--- config.mk ---
export PLATFORM = sky130hd
export DESIGN_NAME = downcounter
export DESIGN_NICKNAME = d
export VERILOG_FILES = /design/src/rtl/downcounter_pkg.sv /design/src/rtl/downcounter.sv
export SDC_FILE = /design/constraint.sdc
export NUM_CORES = 1
export LEC_CHECK = 0
export CAP_MARGIN = 5
export CORE_AREA = 2 2 39 41
export DETAILED_ROUTE_END_ITERATION = 12
export DIE_AREA = 0 0 41 43
export GPL_ROUTABILITY_DRIVEN = 0
export SLEW_MARGIN = 20
export SYNTH_ARGS = -nofsm -noshare
export SYNTH_HDL_FRONTEND = slang
export SYNTH_SLANG_ARGS = --single-unit
--- constraint.sdc ---
create_clock -name clock -period 1.55 [get_ports clock]
set_input_delay 0.31 -clock clock [delete_from_list [all_inputs] [get_ports clock]]
set_output_delay 0.31 -clock clock [all_outputs]
set_load 0.005 [all_outputs]
--- src/rtl/downcounter_pkg.sv ---
// Shared definitions for the downcounter block.
//   DefaultWidth : default counter width in bits.
//   count_t      : counter value type at the default width.
//   next_count() : pure next-state function (decrement or reload).
package downcounter_pkg;

  localparam int unsigned DefaultWidth = 4;

  typedef logic [DefaultWidth-1:0] count_t;

  // Values are carried at the widest legal counter width (32 bits); callers
  // truncate the result back to their own width.
  // Decrements only while above the terminal value, so the subtraction can
  // never borrow. Any value at or below terminal reloads.
  function automatic logic [31:0] next_count(input logic [31:0] cur,
                                             input logic [31:0] load_val,
                                             input logic [31:0] term_val);
    if (cur > term_val) begin
      return cur - 32'd1;
    end
    return load_val;
  endfunction

endpackage

--- src/rtl/downcounter.sv ---
// Free-running synchronous binary down-counter with a programmable reload window.
// Counts LOAD_VALUE, LOAD_VALUE-1, ..., TERMINAL_VALUE, then reloads LOAD_VALUE.
// Ports (positional order is fixed for legacy instantiations):
//   clock : rising-edge clock
//   count : current counter value, driven straight from the state register
//   reset : asynchronous active-low reset; forces count to LOAD_VALUE
module downcounter
  import downcounter_pkg::*;
#(
  parameter int unsigned     WIDTH          = DefaultWidth,
  parameter longint unsigned LOAD_VALUE     = (64'd1 << WIDTH) - 64'd1,
  parameter longint unsigned TERMINAL_VALUE = 64'd0
) (
  input  logic             clock,
  output logic [WIDTH-1:0] count,
  input  logic             reset
);

  // Reject illegal parameter sets while elaborating.
  if (WIDTH < 1 || WIDTH > 32) begin : g_bad_width
    $fatal(1, "downcounter: WIDTH must be in 1..32");
  end
  if (LOAD_VALUE >= (64'd1 << WIDTH)) begin : g_bad_load
    $fatal(1, "downcounter: LOAD_VALUE does not fit in WIDTH bits");
  end
  if (TERMINAL_VALUE > LOAD_VALUE) begin : g_bad_window
    $fatal(1, "downcounter: TERMINAL_VALUE exceeds LOAD_VALUE");
  end

  localparam logic [WIDTH-1:0] LoadVal = WIDTH'(LOAD_VALUE);
  localparam logic [WIDTH-1:0] TermVal = WIDTH'(TERMINAL_VALUE);

  logic [WIDTH-1:0] count_q;
  logic [WIDTH-1:0] count_d;

  always_comb begin
    count_d = WIDTH'(next_count(32'(count_q), 32'(LoadVal), 32'(TermVal)));
  end

  // Reset acts as an asynchronous preset to LoadVal.
  always_ff @(posedge clock or negedge reset) begin
    if (!reset) begin
      count_q <= LoadVal;
    end else begin
      count_q <= count_d;
    end
  end

  assign count = count_q;

endmodule

==> impl_results.md <==
* Routed Wire Length at 307 um
* Cells after Synth at 14
* Crit end category: output pin
* Share of cells above drive strength 1 at 37.5%
* DRT iter0 DRCs at 0
* Crit path kind: register to output pin
* Max reg flops at 4
* Distinct cell type count after synthesis at 8
* Core box area at 0.00138 mm^2
* Num ports at 6
* Post-CTS Hold Buffers at 0
* Largest net degree at the start of global routing at 5
* Final Util at 20.0%
* Kind of start point of the critical path: register
* CP Cell Sequence: dlygate4sd2_1
* Total grt overflow at 0
* Hold WS at 498 ps
* CP Max Fanout at 4
* CTS tree: yes
* Min-delay worst type: input pin to asynchronous set/reset pin
* Chip width at 41 um
* Slew @ Worst Pin at 210 ps
* DP Wirelength at 215 um
* WP data required at 1240 ps
* Area after DPL at 244 um^2
* Worst r2r path cells at 5
* Hold Fails Final Rpt at 0
* Initial antenna violation count at 0
* Crit path DAT at 1010 ps
* Routed Antenna Nets at 0
* Sum of negative setup slack at 0 ps
* Vias in the first global route at 135
* Routed len/inst at 7.68 um
* Reg-to-Reg Start: count[0]
* Critical path depth at 1
* Final Slew Violations at 0
* Nets at 29
* Vias per cell at 3.38
* CP max stage cell: dfstp_2
* Global-route wire length before repair at 552 um
* Fmax at 758 MHz
* Die H at 43 um
* Tot GR Track Use at 6.05%
* Max cap viols at 0
* Clk sinks at 4
* Total CTS buffers at 3
* Seq/Total Area, Yosys at 60.4%
* Crit share post-route at 85.1%
* Antenna Diode Count at 0
* Filler cells at 155
* Warnings, synthesis at 0
* Outcome: finished, final reports clean
* Die Footprint at 0.00176 mm^2
* Tmin final at 1320 ps
* FF+latch count, synth at 4
* Synth Cell Area at 174 um^2
* Clk slew on worst S/H paths at 40 ps
* Clock Latency Late Sink at 230 ps
* Net Count, Synth at 17
* Most frequent cells in the layout: dfstp_2 (4), dlygate4sd2_1 (4), inv_1 (3), clkbuf_4 (3)
* DRT Pass-1 Iters at 1
* Final setup fails at 0
* Design area at 277 um^2
* Clock buffer depth at 2
* CP delay by family, top: flip-flops
* Leakage at 0.119 nW
* Buf/Inv on CP at 1
* Clock Skews at 3.37 ps
* I/O Buffers at 5
* RSZ-0062 raised after global routing: false
* P per Cell Area at 852 mW/mm^2
* Avg Cell Area, Syn at 12.4 um^2
* Max transition margin at 85.9%
* Crit. Startpoint: count[1]
* VDD IR max at 0.000205 V
* Remaining DRCs at 0
* Area grow syn2layout at 59.0%
* Non-Filler Instances at 40
* CP peak stage delay at 540 ps
* Cell Rows at 14
* Total number of vias at 135
* Initial core utilization at 12.6%
* Post-placement cell count at 35
* Root Driver: clkbuf_4
* Max H-tree Level at 1
[cell type report]
class	instances	area, um^2	area share, %
clock buffers	3	22.5	8.14
inverters	3	11.3	4.07
multi-input cells	7	57.6	20.8
flip-flops and latches	4	105	38.0
well taps	16	20.0	7.24
repair buffers	7	60.1	21.7
[power breakdown]
group	switching [mW]	total [mW]	internal, mW	leakage, nW
registers	0	0.105	0.105	0.0417
clock network	0.0396	0.126	0.0864	0.0138
logic	0.00194	0.00418	0.00224	0.0637
[layer usage]
metal	vias up	part of all wire, %	global-route usage [%]
met5	-	0	0
met4	0	0	10.0
met3	0	15	6.28
met2	6	44	5.94
met1	63	41	4.56
li1	66	-	-
[metrics by stage]
step                      power, mW  worst slack (ps)
after floorplan               0.106               405
after global placement        0.111               189
after detailed placement      0.111               188
after CTS                     0.246               214
after global routing          0.260               179
final                         0.236               232
[cell usage after synthesis]
| library cell | count | area share [%] |
|---|---|---|
| o21ai_0 | 1 | 2.9 |
| nand2b_1 | 1 | 3.6 |
| o21ba_1 | 1 | 5.8 |
| dfstp_2 | 4 | 60 |
| inv_1 | 3 | 6.5 |
| xor2_1 | 1 | 5.0 |
| o31ai_1 | 2 | 8.6 |
| ha_1 | 1 | 7.2 |
[timing repair]
| action | CTS | global route |
|---|---|---|
| gates resized for setup | 4 | 0 |
| setup buffers | 2 | 0 |
| setup endpoints to repair | 4 | 0 |
[final timing paths]
| path | end | slack [ps] |
|---|---|---|
| max in group asynchronous | count[2] | 1020 |
| hold reg to reg | count[3] | 500 |
| setup / recovery | count[1] | 230 |
| min in group clock | count[3] | 500 |
| setup reg to reg | count[3] | 290 |
| hold / removal | count[1] | 500 |
[cells by family (layout without fill, tap and decap cells)]
| group | after synthesis | in the layout | share of synthesized area, % |
|---|---|---|---|
| xor gates and xnor gates | 1 | 1 | 5.04 |
| DFF | 4 | 4 | 60.4 |
| buffers and inverters | 3 | 13 | 6.47 |
| and+or+nand+nor | 1 | 1 | 3.60 |
| adders and majority gates | 1 | 1 | 7.19 |
| AOI/OAI and AO/OA | 4 | 4 | 17.3 |
(Power assumes the default switching activity.)
==> edit 1: new RTL, config.mk and constraints unchanged <==
Change the package constant `DefaultWidth` from 4 to 5.
--- a/src/rtl/downcounter_pkg.sv
+++ b/src/rtl/downcounter_pkg.sv
@@ -4,7 +4,7 @@
 //   next_count() : pure next-state function (decrement or reload).
 package downcounter_pkg;
 
-  localparam int unsigned DefaultWidth = 4;
+  localparam int unsigned DefaultWidth = 5;
 
   typedef logic [DefaultWidth-1:0] count_t;
 
Ports: changed (resized count); port bits go from 6 to 7. The function was not compared with the original's and may differ.
==> edit 1 against the unedited design <==
Worst setup slack worse by 0.036 ns; die area stayed put; sequential cell count is 1 higher; global-route usage is 0.82 points higher; synthesized area is 29% higher; routed wire length is 32% higher; register-to-register slack better by 0.03 ns; maximum frequency is 2.6% lower; design area is 20% higher; power is 21% higher; sequential share of layout area is 1.6 points higher.
==> edit 1: results (changes against the unedited design) <==
Max_slew headroom: 84.5% (-1.4 points)
Critical path fanouts, max: 5 (+1)
Worst path max stage delay: 0.56 ns (+0.02 ns)
Via count: 164 (+21%)
Highest Signal Layer: met4
Max FFs per register: 5 (+1)
Skew-Pair Late Insertion Delay: 0.24 ns
Layout Skew: 0.00461 ns (+0.00124 ns)
Top post-synthesis cells by area: dfstp_2 (59%), nand2b_1 (8.4%), xor2_1 (7.8%)
Filler cells: 151 (-2.6%)
Share of post-route cells with drive strength above 1: 33.3% (-4.2 points)
WL met3: 26 um (-42%)
DP Worst Slack: 0.189 ns (+0.000819 ns)
Drt initial violations: 2 (+2)
VDD IR-drop max: 0.000267 V (+30%)
Commonest cells in the netlist: dfstp_2 (5), inv_1 (3), nand2b_1 (3)
TritonRoute pass-1 iters: 2 (+1)
Status: finished clean
Crit path launch: count[2]
Sequential fraction of the synthesis area: 58.7% (-1.8 points)
Library cells used by synthesis: 10 (+2)
Arrival @ worst endpoint: 1.04 ns (+0.03 ns)
Final nets: 34 (+17%)
FF-to-FF End: count[3]
Number of global-route vias before repair: 168 (+24%)
Largest net degree at the start of global routing: 6 (+1)
Port Buf Inserts: 6 (+1)
Syn_nets: 22 (+5)
WL met2: 181 um (+33%)
Hold Path Class: reg2reg
Met1 Wirelength: 186 um (+49%)
First-pass GRT wire length: 669 um (+21%)
Final HPWL DP: 297 um (+38%)
Lkg Pwr: 0.146 nW (+23%)
Mean routed wirelength per cell: 8.83 um (+15%)
-- edit 1: final cells by class --
class,count,area share [%]
tap,16,6.04
multi-input combinational,11,24.5
sequential,5,39.6
inverter,3,3.40
timing repair buffer,7,18.5
clock buffer,4,7.92
-- edit 1: stage by stage --
step | power, mW | area (um^2) | instances | hold slack, ns
6_report | 0.285 | 332 | 46 | 0.469
5_1_grt | 0.304 | 332 | 46 | 0.483
4_1_cts | 0.297 | 332 | 46 | 0.472
3_5_place_dp | 0.138 | 304 | 41 | 0.460
3_3_place_gp | 0.138 | 304 | 41 | 0.467
2_1_floorplan | 0.133 | 224 | 19 | 0.162
-- edit 1: repair_timing --
action | 4_1_cts | 5_1_grt
setup endpoints to repair | 5 | 0
resized for setup | 5 | 0
setup buffers | 1 | 0
-- edit 1: cell families (layout without fill, tap and decap cells) --
family	after synthesis	count (layout)	synth area share [%]
AO/OA/AOI/OAI	3	3	10.1
XOR/XNOR	2	2	7.82
adder cells (fa/ha/maj)	1	1	5.59
buffers and inverters	3	14	5.03
flip-flops	5	5	58.7
AND/OR/NAND/NOR	5	5	12.9
-- edit 1: power breakdown --
part	switching [mW]	leakage (nW)	internal (mW)
Clock	0.0513	0.0150	0.0972
Combinational	0.00243	0.0794	0.00224
Sequential	0	0.0520	0.132
Total	0.0537	0.146	0.231
-- edit 1: worst min-delay path by stage --
stage	slack [ns]	cells after the start	endpoint	start
2_1_floorplan	0.16	0	count[0]	reset
3_3_place_gp	0.47	1	count[0]	count[0]
3_5_place_dp	0.46	1	count[0]	count[0]
4_1_cts	0.47	1	count[0]	count[0]
5_1_grt	0.48	1	count[0]	count[0]
6_report	0.47	1	count[0]	count[0]
-- edit 1: metal layers --
metal  vias to the layer above  global-route usage (%)
met4                         0                    8.00
met3                         2                    6.28
met1                        75                    6.56
met5                         -                       0
li1                         83                       -
met2                         4                    7.50
==> edit 2: new RTL, same settings <==
Made on the original files. Register the output `count` once more, without a reset; this adds one clock of latency there.
--- a/src/rtl/downcounter.sv
+++ b/src/rtl/downcounter.sv
@@ -46,7 +46,9 @@
     end
   end
 
-  assign count = count_q;
+  always_ff @(posedge clock) begin
+    count <= count_q;
+  end
 
 endmodule
 
Behaviour: not the same (Yosys sat finds a counterexample within 4 cycles, from zero or initial values and one cycle with reset low).
==> edit 2 against the unedited design <==
Worst setup slack worse by 0.031 ns; synthesized cell count is 29% higher; maximum frequency is 2.3% lower; synthesized area is 46% higher; largest cell class unchanged; design area is 25% higher; register-to-register slack better by 0.07 ns; critical path type unchanged; routed wire length is 34% higher; highest routed layer unchanged; clock power is 21% higher; sequential power is 98% higher; power is 55% higher; sequential cell count is 4 higher.
==> edit 2: results (changes against the unedited design) <==
Status: finished clean
First-pass GRT wire length: 676 um (+22%)
Sequential fraction of the synthesis area: 72.9% (+12 points)
Via count: 153 (+13%)
Met1 Usage GRT: 5.90% (+1.3 points)
Initial antenna violation count: 0 (unchanged)
Switching share of total power: 18.2% (+0.59 points)
Met1 Wirelength: 156 um (+25%)
Top delay family on crit path: buffers and inverters
Worst path max stage delay: 0.49 ns (-0.05 ns)
Top_reg_cell synth: dfxtp_1
Reg2Reg Depth: 4 (-1)
Critical path fanouts, max: 1 (-3)
Reg-to-Reg Start: count_q[0]
Largest net degree at the start of global routing: 6 (+1)
Reg2Reg Setup Slack: 0.36 ns (+0.07 ns)
Hold worst-path end: count[1]
VDD IR-drop max: 0.000261 V (+28%)
Slowest CP cell: clkdlybuf4s50_1
PostCTS Resize Cnt: 0 (-4)
Library cells used by synthesis: 9 (+1)
Hold Path Class: reg2reg
Layout Skew: 0.00354 ns (+0.000165 ns)
Hold path start: count_q[1]
Arrival @ worst endpoint: 1.04 ns (+0.03 ns)
Syn_nets: 21 (+4)
TritonRoute pass-1 iters: 3 (+2)
Skew-Pair Late Insertion Delay: 0.25 ns (+0.02 ns)
Number of global-route vias before repair: 160 (+19%)
Lkg Pwr: 0.152 nW (+28%)
Worst Tran Pin Value: 0.215 ns (+0.00463 ns)
Commonest cells in the netlist: dfstp_2 (4), dfxtp_1 (4), inv_1 (3)
Synth Area in Compound Gates: 11.8% (-5.4 points)
Clock Tree Buf Depth: 2 (unchanged)
WL met3: 44 um (-2.2%)
Top post-synthesis cells by area: dfstp_2 (41%), dfxtp_1 (32%), o31ai_1 (5.9%)
Share of post-route cells with drive strength above 1: 26.9% (-11 points)
Tot GR Track Use: 6.57% (+0.52 points)
Post-synthesis adder-cell area fraction: 4.93% (-2.3 points)
Drt initial violations: 1 (+1)
Met3 usage: 3.14% (-3.1 points)
Highest Signal Layer: met3
GR Layer Usage met2: 9.06% (+3.1 points)
FF-to-FF End: count_q[3]
Xor and xnor area share after synthesis: 3.45% (-1.6 points)
Postcts setup bufs: 0 (-2)
Ys async rst share: 50.0% (-50 points)
Largest regs: count (4), count_q (4)
Final nets: 31 (+6.9%)
Drt total wl: 411 um (+34%)
WL met2: 210 um (+54%)
edit 2: power groups by stage:
stage | clock, mW | combinational (mW) | sequential [mW]
detailed placement | 0 | 0.00449 | 0.212
global route | 0.176 | 0.00484 | 0.208
floorplan | 0 | 0.0000000424 | 0.212
global placement | 0 | 0.00406 | 0.212
finish | 0.153 | 0.00424 | 0.208
CTS | 0.165 | 0.00452 | 0.208
edit 2: cells by family (layout without fill, tap and decap cells):
group | after synthesis | in the layout
adder cells (fa/ha/maj) | 1 | 1
AO/OA/AOI/OAI | 4 | 4
buffers and inverters | 3 | 11
flip-flops | 8 | 8
AND/OR/NAND/NOR | 1 | 1
XOR/XNOR | 1 | 1
edit 2: worst max path at each step:
stage	startpoint	endpoint	slack, ns	cells past startpoint
2_1_floorplan	count_q[0]	count_q[3]	0.42	4
3_3_place_gp	count_q[0]	count_q[3]	0.38	4
3_5_place_dp	count_q[0]	count_q[3]	0.34	4
4_1_cts	count[1]	count[1]	0.18	1
5_1_grt	count[0]	count[0]	0.15	1
6_report	count[1]	count[1]	0.20	1
edit 2: stage by stage:
| stage | instance area (um^2) | instances | util (%) | hold WS [ns] | setup WS, ns |
|---|---|---|---|---|---|
| detailed placement | 324 | 39 | 23.4 | 0.419 | 0.345 |
| finish | 347 | 42 | 25.0 | 0.427 | 0.200 |
| global route | 347 | 42 | 25.0 | 0.433 | 0.147 |
| CTS | 347 | 42 | 25.0 | 0.428 | 0.181 |
| floorplan | 254 | 18 | - | 0.162 | 0.421 |
| global placement | 324 | 39 | 23.4 | 0.416 | 0.382 |
edit 2: layout make-up:
cell class / count / area (um^2)
flip-flops and latches: 8 / 185
multi-input cells: 7 / 57.6
clock buffers: 3 / 22.5
repair buffers: 5 / 50.0
fillers: 151 / 1040
inverters: 3 / 11.3
well taps: 16 / 20.0
